[src/rtl/arb_pkg.sv]
// Shared types and constants for the eight-way round-robin bus arbiter.
package arb_pkg;

    localparam int NREQ  = 8;
    localparam int IDX_W = 3;

    typedef enum logic {
        IDLE  = 1'b0,
        GRANT = 1'b1
    } arb_state_t;

    function automatic logic [NREQ-1:0] idx_to_onehot(input logic [IDX_W-1:0] idx);
        idx_to_onehot = NREQ'(1) << idx;
    endfunction

endpackage

[src/rtl/rr_pick8.sv]
// Combinational round-robin pick: first set request after ptr, wrapping, ptr itself last.
module rr_pick8
    import arb_pkg::*;
(
    input  logic [NREQ-1:0]  req,
    input  logic [IDX_W-1:0] ptr,
    output logic             any,
    output logic [IDX_W-1:0] idx
);

    logic [IDX_W-1:0] cand;

    // Walk from the farthest slot back to ptr+1 so the nearest hit is written last.
    always_comb begin
        any  = 1'b0;
        idx  = '0;
        cand = '0;
        for (int k = NREQ; k >= 1; k--) begin
            cand = ptr + IDX_W'(k);
            if (req[cand]) begin
                any = 1'b1;
                idx = cand;
            end
        end
    end

endmodule

[src/rtl/bus_arbiter8.sv]
// Round-robin arbiter for the shared 32-bit datapath: one-hot grant, mux select,
// and a per-burst beat limit with a one-cycle timeout pulse on forced hand-over.
//   state | meaning
//   IDLE  | no grant outstanding, searching from ptr+1
//   GRANT | sel_q owns the bus, cnt_q counts its beats
module bus_arbiter8
    import arb_pkg::*;
#(
    parameter int MAX_BEATS = 16
) (
    input  logic             clk,
    input  logic             reset_n,
    input  logic [NREQ-1:0]  req,
    input  logic [NREQ-1:0]  last,
    output logic [NREQ-1:0]  gnt,
    output logic [IDX_W-1:0] sel,
    output logic             busy,
    output logic             timeout
);

    localparam int CNT_W = $clog2(MAX_BEATS + 1);
    localparam logic [CNT_W-1:0] CNT_LAST = CNT_W'(MAX_BEATS - 1);

    arb_state_t       state_q, state_d;
    logic [IDX_W-1:0] ptr_q, ptr_d;
    logic [CNT_W-1:0] cnt_q, cnt_d;
    logic [NREQ-1:0]  gnt_q, gnt_d;
    logic [IDX_W-1:0] sel_q, sel_d;
    logic             busy_q, busy_d;
    logic             timeout_q, timeout_d;

    logic [IDX_W-1:0] pick_ptr;
    logic [IDX_W-1:0] pick_idx;
    logic             pick_any;
    logic             end_abandon;
    logic             end_last;
    logic             end_force;

    // While granted, the hand-over search starts just after the current winner.
    assign pick_ptr = (state_q == GRANT) ? sel_q : ptr_q;

    rr_pick8 u_pick (
        .req (req),
        .ptr (pick_ptr),
        .any (pick_any),
        .idx (pick_idx)
    );

    always_comb begin
        state_d     = state_q;
        ptr_d       = ptr_q;
        cnt_d       = cnt_q;
        gnt_d       = gnt_q;
        sel_d       = sel_q;
        busy_d      = busy_q;
        timeout_d   = 1'b0;
        end_abandon = 1'b0;
        end_last    = 1'b0;
        end_force   = 1'b0;

        case (state_q)
            IDLE: begin
                if (pick_any) begin
                    state_d = GRANT;
                    gnt_d   = idx_to_onehot(pick_idx);
                    sel_d   = pick_idx;
                    busy_d  = 1'b1;
                    cnt_d   = '0;
                end else begin
                    gnt_d  = '0;
                    busy_d = 1'b0;
                end
            end
            GRANT: begin
                end_abandon = !req[sel_q];
                end_last    = req[sel_q] && last[sel_q];
                end_force   = !end_abandon && !end_last && (cnt_q == CNT_LAST);
                if (end_abandon || end_last || end_force) begin
                    ptr_d     = sel_q;
                    timeout_d = end_force;
                    cnt_d     = '0;
                    if (pick_any) begin
                        gnt_d = idx_to_onehot(pick_idx);
                        sel_d = pick_idx;
                    end else begin
                        state_d = IDLE;
                        gnt_d   = '0;
                        busy_d  = 1'b0;
                    end
                end else begin
                    cnt_d = cnt_q + CNT_W'(1);
                end
            end
            default: begin
                state_d = IDLE;
                gnt_d   = '0;
                busy_d  = 1'b0;
            end
        endcase
    end

    always_ff @(posedge clk or negedge reset_n) begin
        if (!reset_n) begin
            state_q   <= IDLE;
            ptr_q     <= 3'd7;
            cnt_q     <= '0;
            gnt_q     <= '0;
            sel_q     <= '0;
            busy_q    <= 1'b0;
            timeout_q <= 1'b0;
        end else begin
            state_q   <= state_d;
            ptr_q     <= ptr_d;
            cnt_q     <= cnt_d;
            gnt_q     <= gnt_d;
            sel_q     <= sel_d;
            busy_q    <= busy_d;
            timeout_q <= timeout_d;
        end
    end

    assign gnt     = gnt_q;
    assign sel     = sel_q;
    assign busy    = busy_q;
    assign timeout = timeout_q;

endmodule

[config.mk]
export PLATFORM = sky130hd
export DESIGN_NAME = bus_arbiter8
export DESIGN_NICKNAME = d
export VERILOG_FILES = /design/src/rtl/arb_pkg.sv /design/src/rtl/rr_pick8.sv /design/src/rtl/bus_arbiter8.sv
export SDC_FILE = /design/constraint.sdc
export NUM_CORES = 1
export LEC_CHECK = 0
export ABC_AREA = 1
export BUFFER_PORTS_ARGS = -buffer_cell sky130_fd_sc_hd__buf_2
export CAP_MARGIN = 40
export CORE_UTILIZATION = 28
export DETAILED_ROUTE_END_ITERATION = 8
export GPL_TIMING_DRIVEN = 0
export PLACE_DENSITY = 0.56
export SLEW_MARGIN = 20
export SYNTH_ARGS = -nofsm -noshare
export SYNTH_HDL_FRONTEND = slang
export SYNTH_SLANG_ARGS = --single-unit
[constraint.sdc]
create_clock -name clk -period 2.85 [get_ports clk]
set_input_delay 0.1425 -clock clk [delete_from_list [all_inputs] [get_ports clk]]
set_output_delay 0.1425 -clock clk [all_outputs]
set_load 0.01 [all_outputs]
==> impl_metrics.tcl <==
set metrics [dict create \
    root_buffer "clkbuf_8" \
    grt_max_degree 23 \
    dp_hpwl_mm 3.678 \
    place.gp.congestion 0.8336 \
    fin_crit_ns 2.570 \
    crit_fanout 7 \
    vias_per_cell 4.778 \
    cts_sinks 22 \
    crit_required_ns 3.00 \
    cts_tree "yes" \
    dr.pass1.iters 8 \
    cp.buffers_inverters 5 \
    fin_skew_ns 0.006163 \
    rows 29 \
    synth_warnings 0 \
    synth.net_count 297 \
    synth_compound_area_share_pct 9.340 \
    hp-class "in -> async" \
    arrival_ns 2.72 \
    path_class "reg -> reg" \
    end_kind "flop" \
    violations "design-rule violations" \
    start_util_pct 29.20 \
    grt_pass1_vias 1737 \
    synth_top_family_by_area "simple AND/OR/NAND/NOR gates" \
    layout_common_cells "nand2_1 (94), nand3_1 (40), buf_2 (30), inv_1 (27), dfrtp_1 (18)" \
    cp-start-kind "flop" \
    status "finished, violations left" \
    wirelength_mm 4.624 \
    fmax_ghz 0.3891 \
    finalNetCount 333 \
    yosys.area_share.simple_pct 48.43 \
    synthMuxAreaShare_pct 0.5337 \
    layout-drive-gt1-share_pct 28.71 \
    hold_violations 0 \
    slew_headroom_pct 62.10 \
    cp_common_cell "nand3_1" \
    final_common_cell "nand2_1" \
    syn_avg_cell_area_um2 6.820 \
    yosysSeqAreaShare_pct 29.55 \
    syn2layout_area_growth_pct 18.08 \
    h-tree-depth 1 \
    fp.dieW_um 83.85 \
    final-setup-viol-count 0 \
    grt_overflow 0 \
    maxCapViolCount 0 \
    ant_nets 0 \
    yosysUniqueCellTypes 32 \
    avgRoutedWirePerCell_um 11.95 \
    crit_path_max_incr_delay_ns 0.60 \
    crit_chain "inv_1, nand2_2, nand2_4, ha_4, inv_2, nand3_1, nand3_1, nand2_2, nor2_2, inv_1, nor2_2, nand3_2, inv_4, nor2_8, nand3_2, inv_2, nand3_1, nand2_1" \
    drc 3 \
    portBuffers 30 \
    clockBufferDepth 2 \
    ioPinCount 31 \
    synthArstFlopShare_pct 100.0 \
    die_area_um2 7030 \
    grt_util_all_layers_pct 14.17 \
    cp_slowest_cell "dfstp_2" \
    synth_xor_area_share_pct 0.4670 \
    fin_crit_sh_pct 90.18 \
    synthAdderAreaFrac_pct 2.668 \
    die_h_um 83.85 \
    antenna_found_initial 0 \
    synth_top_flop_cell "dfrtp_1" \
    grt_pass1_wl_mm 8.121 \
    rsz0062_at_grt "false" \
    synth-edff-count 0 \
    diodes 0 \
    drt_iter0_drc 113 \
    core_um2 6422 \
    cp_top_family "simple AND/OR/NAND/NOR gates" \
    cts_made_buffers 3 \
    clk_latency_ns 0.26 \
    syn_inst 275 \
    slew_violations 0 \
    clkTransAtPathRegs_ns 0.08 \
    utilization_pct 34.48 \
    worst_pin_slew_ns 0.5679 \
    ys_ff_latch 22 \
    routed-via-count 1849 \
    syn_area_um2 1876 \
]
==> cells in the mapped netlist (6+ instances only) <==
| master | count | share of area, % |
|---|---|---|
| dfrtp_1 | 19 | 25 |
| nand2_2 | 15 | 5.0 |
| nand2_4 | 6 | 3.6 |
| inv_2 | 6 | 1.2 |
| nand3_2 | 9 | 4.8 |
| o21ai_0 | 6 | 1.6 |
| nor2_1 | 10 | 2.0 |
| nand3_1 | 40 | 11 |
| nand2_1 | 96 | 19 |
| a21oi_1 | 7 | 1.9 |
| inv_1 | 28 | 5.6 |
==> final cells by class <==
type | instances | area (µm²)
sequential | 22 | 555.5
inverter | 38 | 157.7
multi-input combinational | 214 | 1179
clock buffer | 4 | 55.05
fill | 689 | 4208
tap | 77 | 96.34
timing repair buffer | 31 | 160.2
buffer | 1 | 11.26
==> per-layer routing <==
| metal | vias to the layer above | share of wire, % | track usage (%) |
|---|---|---|---|
| met5 | - | 0 | 0 |
| met4 | 0 | 0.37 | 2.508 |
| met3 | 2 | 3.6 | 2.275 |
| met2 | 49 | 46 | 22.88 |
| met1 | 837 | 50 | 20.12 |
| li1 | 961 | - | - |
==> kinds of logic after synthesis <==
group | after synthesis
mux | 1
simple gates | 181
buf+inv | 39
compound gates | 27
xor+xnor | 1
fa+ha+maj | 4
flops | 22
==> through the flow <==
| step | setup WS, ns | cell area [µm²] | TNS [ns] | std cells | hold WS [ns] |
|---|---|---|---|---|---|
| after global placement | -0.01034 | 2122 | -0.01811 | 382 | 0.1366 |
| after CTS | 0.03887 | 2187 | 0 | 387 | 0.3760 |
| after detailed placement | -0.03208 | 2122 | -0.1328 | 382 | 0.1383 |
| final | 0.2798 | 2215 | 0 | 387 | 0.3720 |
| after floorplan | 0.4133 | 1876 | 0 | 275 | -0.1531 |
| after global routing | 0.007853 | 2215 | 0 | 387 | 0.4252 |
==> path summary, 6_finish.rpt <==
path                               start  slack [ns]       end  cells after the start
worst max-delay path            ptr_q[0]        0.28    gnt[0]                     18
worst min register to register    gnt[2]        0.48    gnt[2]                      2
min in group clk                 last[0]        0.39   timeout                      6
worst min-delay path             reset_n        0.37  cnt_q[4]                      2
max in group asynchronous        reset_n        2.11    sel[0]                      2
worst max register to register  ptr_q[0]        0.28    gnt[0]                     18
==> sequential cells by signal (all words and copies together) (netlist names) <==
signal,count
cnt_q,5
state_q,1
timeout,1
gnt,8
sel,3
busy,1
ptr_q,3
==> worst reg2reg max path, cell delays in order, from the launching register on <==
cell and delay (ns):
dfstp_2 0.60, inv_1 0.07, nand2_2 0.10, nand2_4 0.10
ha_4 0.30, inv_2 0.14, nand3_1 0.13, nand3_1 0.12
nand2_2 0.09, nor2_2 0.11, inv_1 0.06, nor2_2 0.09
nand3_2 0.10, inv_4 0.13, nor2_8 0.05, nand3_2 0.11
inv_2 0.05, nand3_1 0.06, nand2_1 0.06
==> timing repair <==
action / 4_1_cts / 5_1_grt
hold endpoints to repair: 19 / 0
pin swaps: 0 / 0
setup buffers: 0 / 0
setup endpoints to repair: 8 / 15
gates resized for setup: 1 / 6
hold buffers: 1 / 0
Power is left out: the tool's default activity adds up to more than one toggle a clock period on the data nets, which glitch-free logic cannot reach.
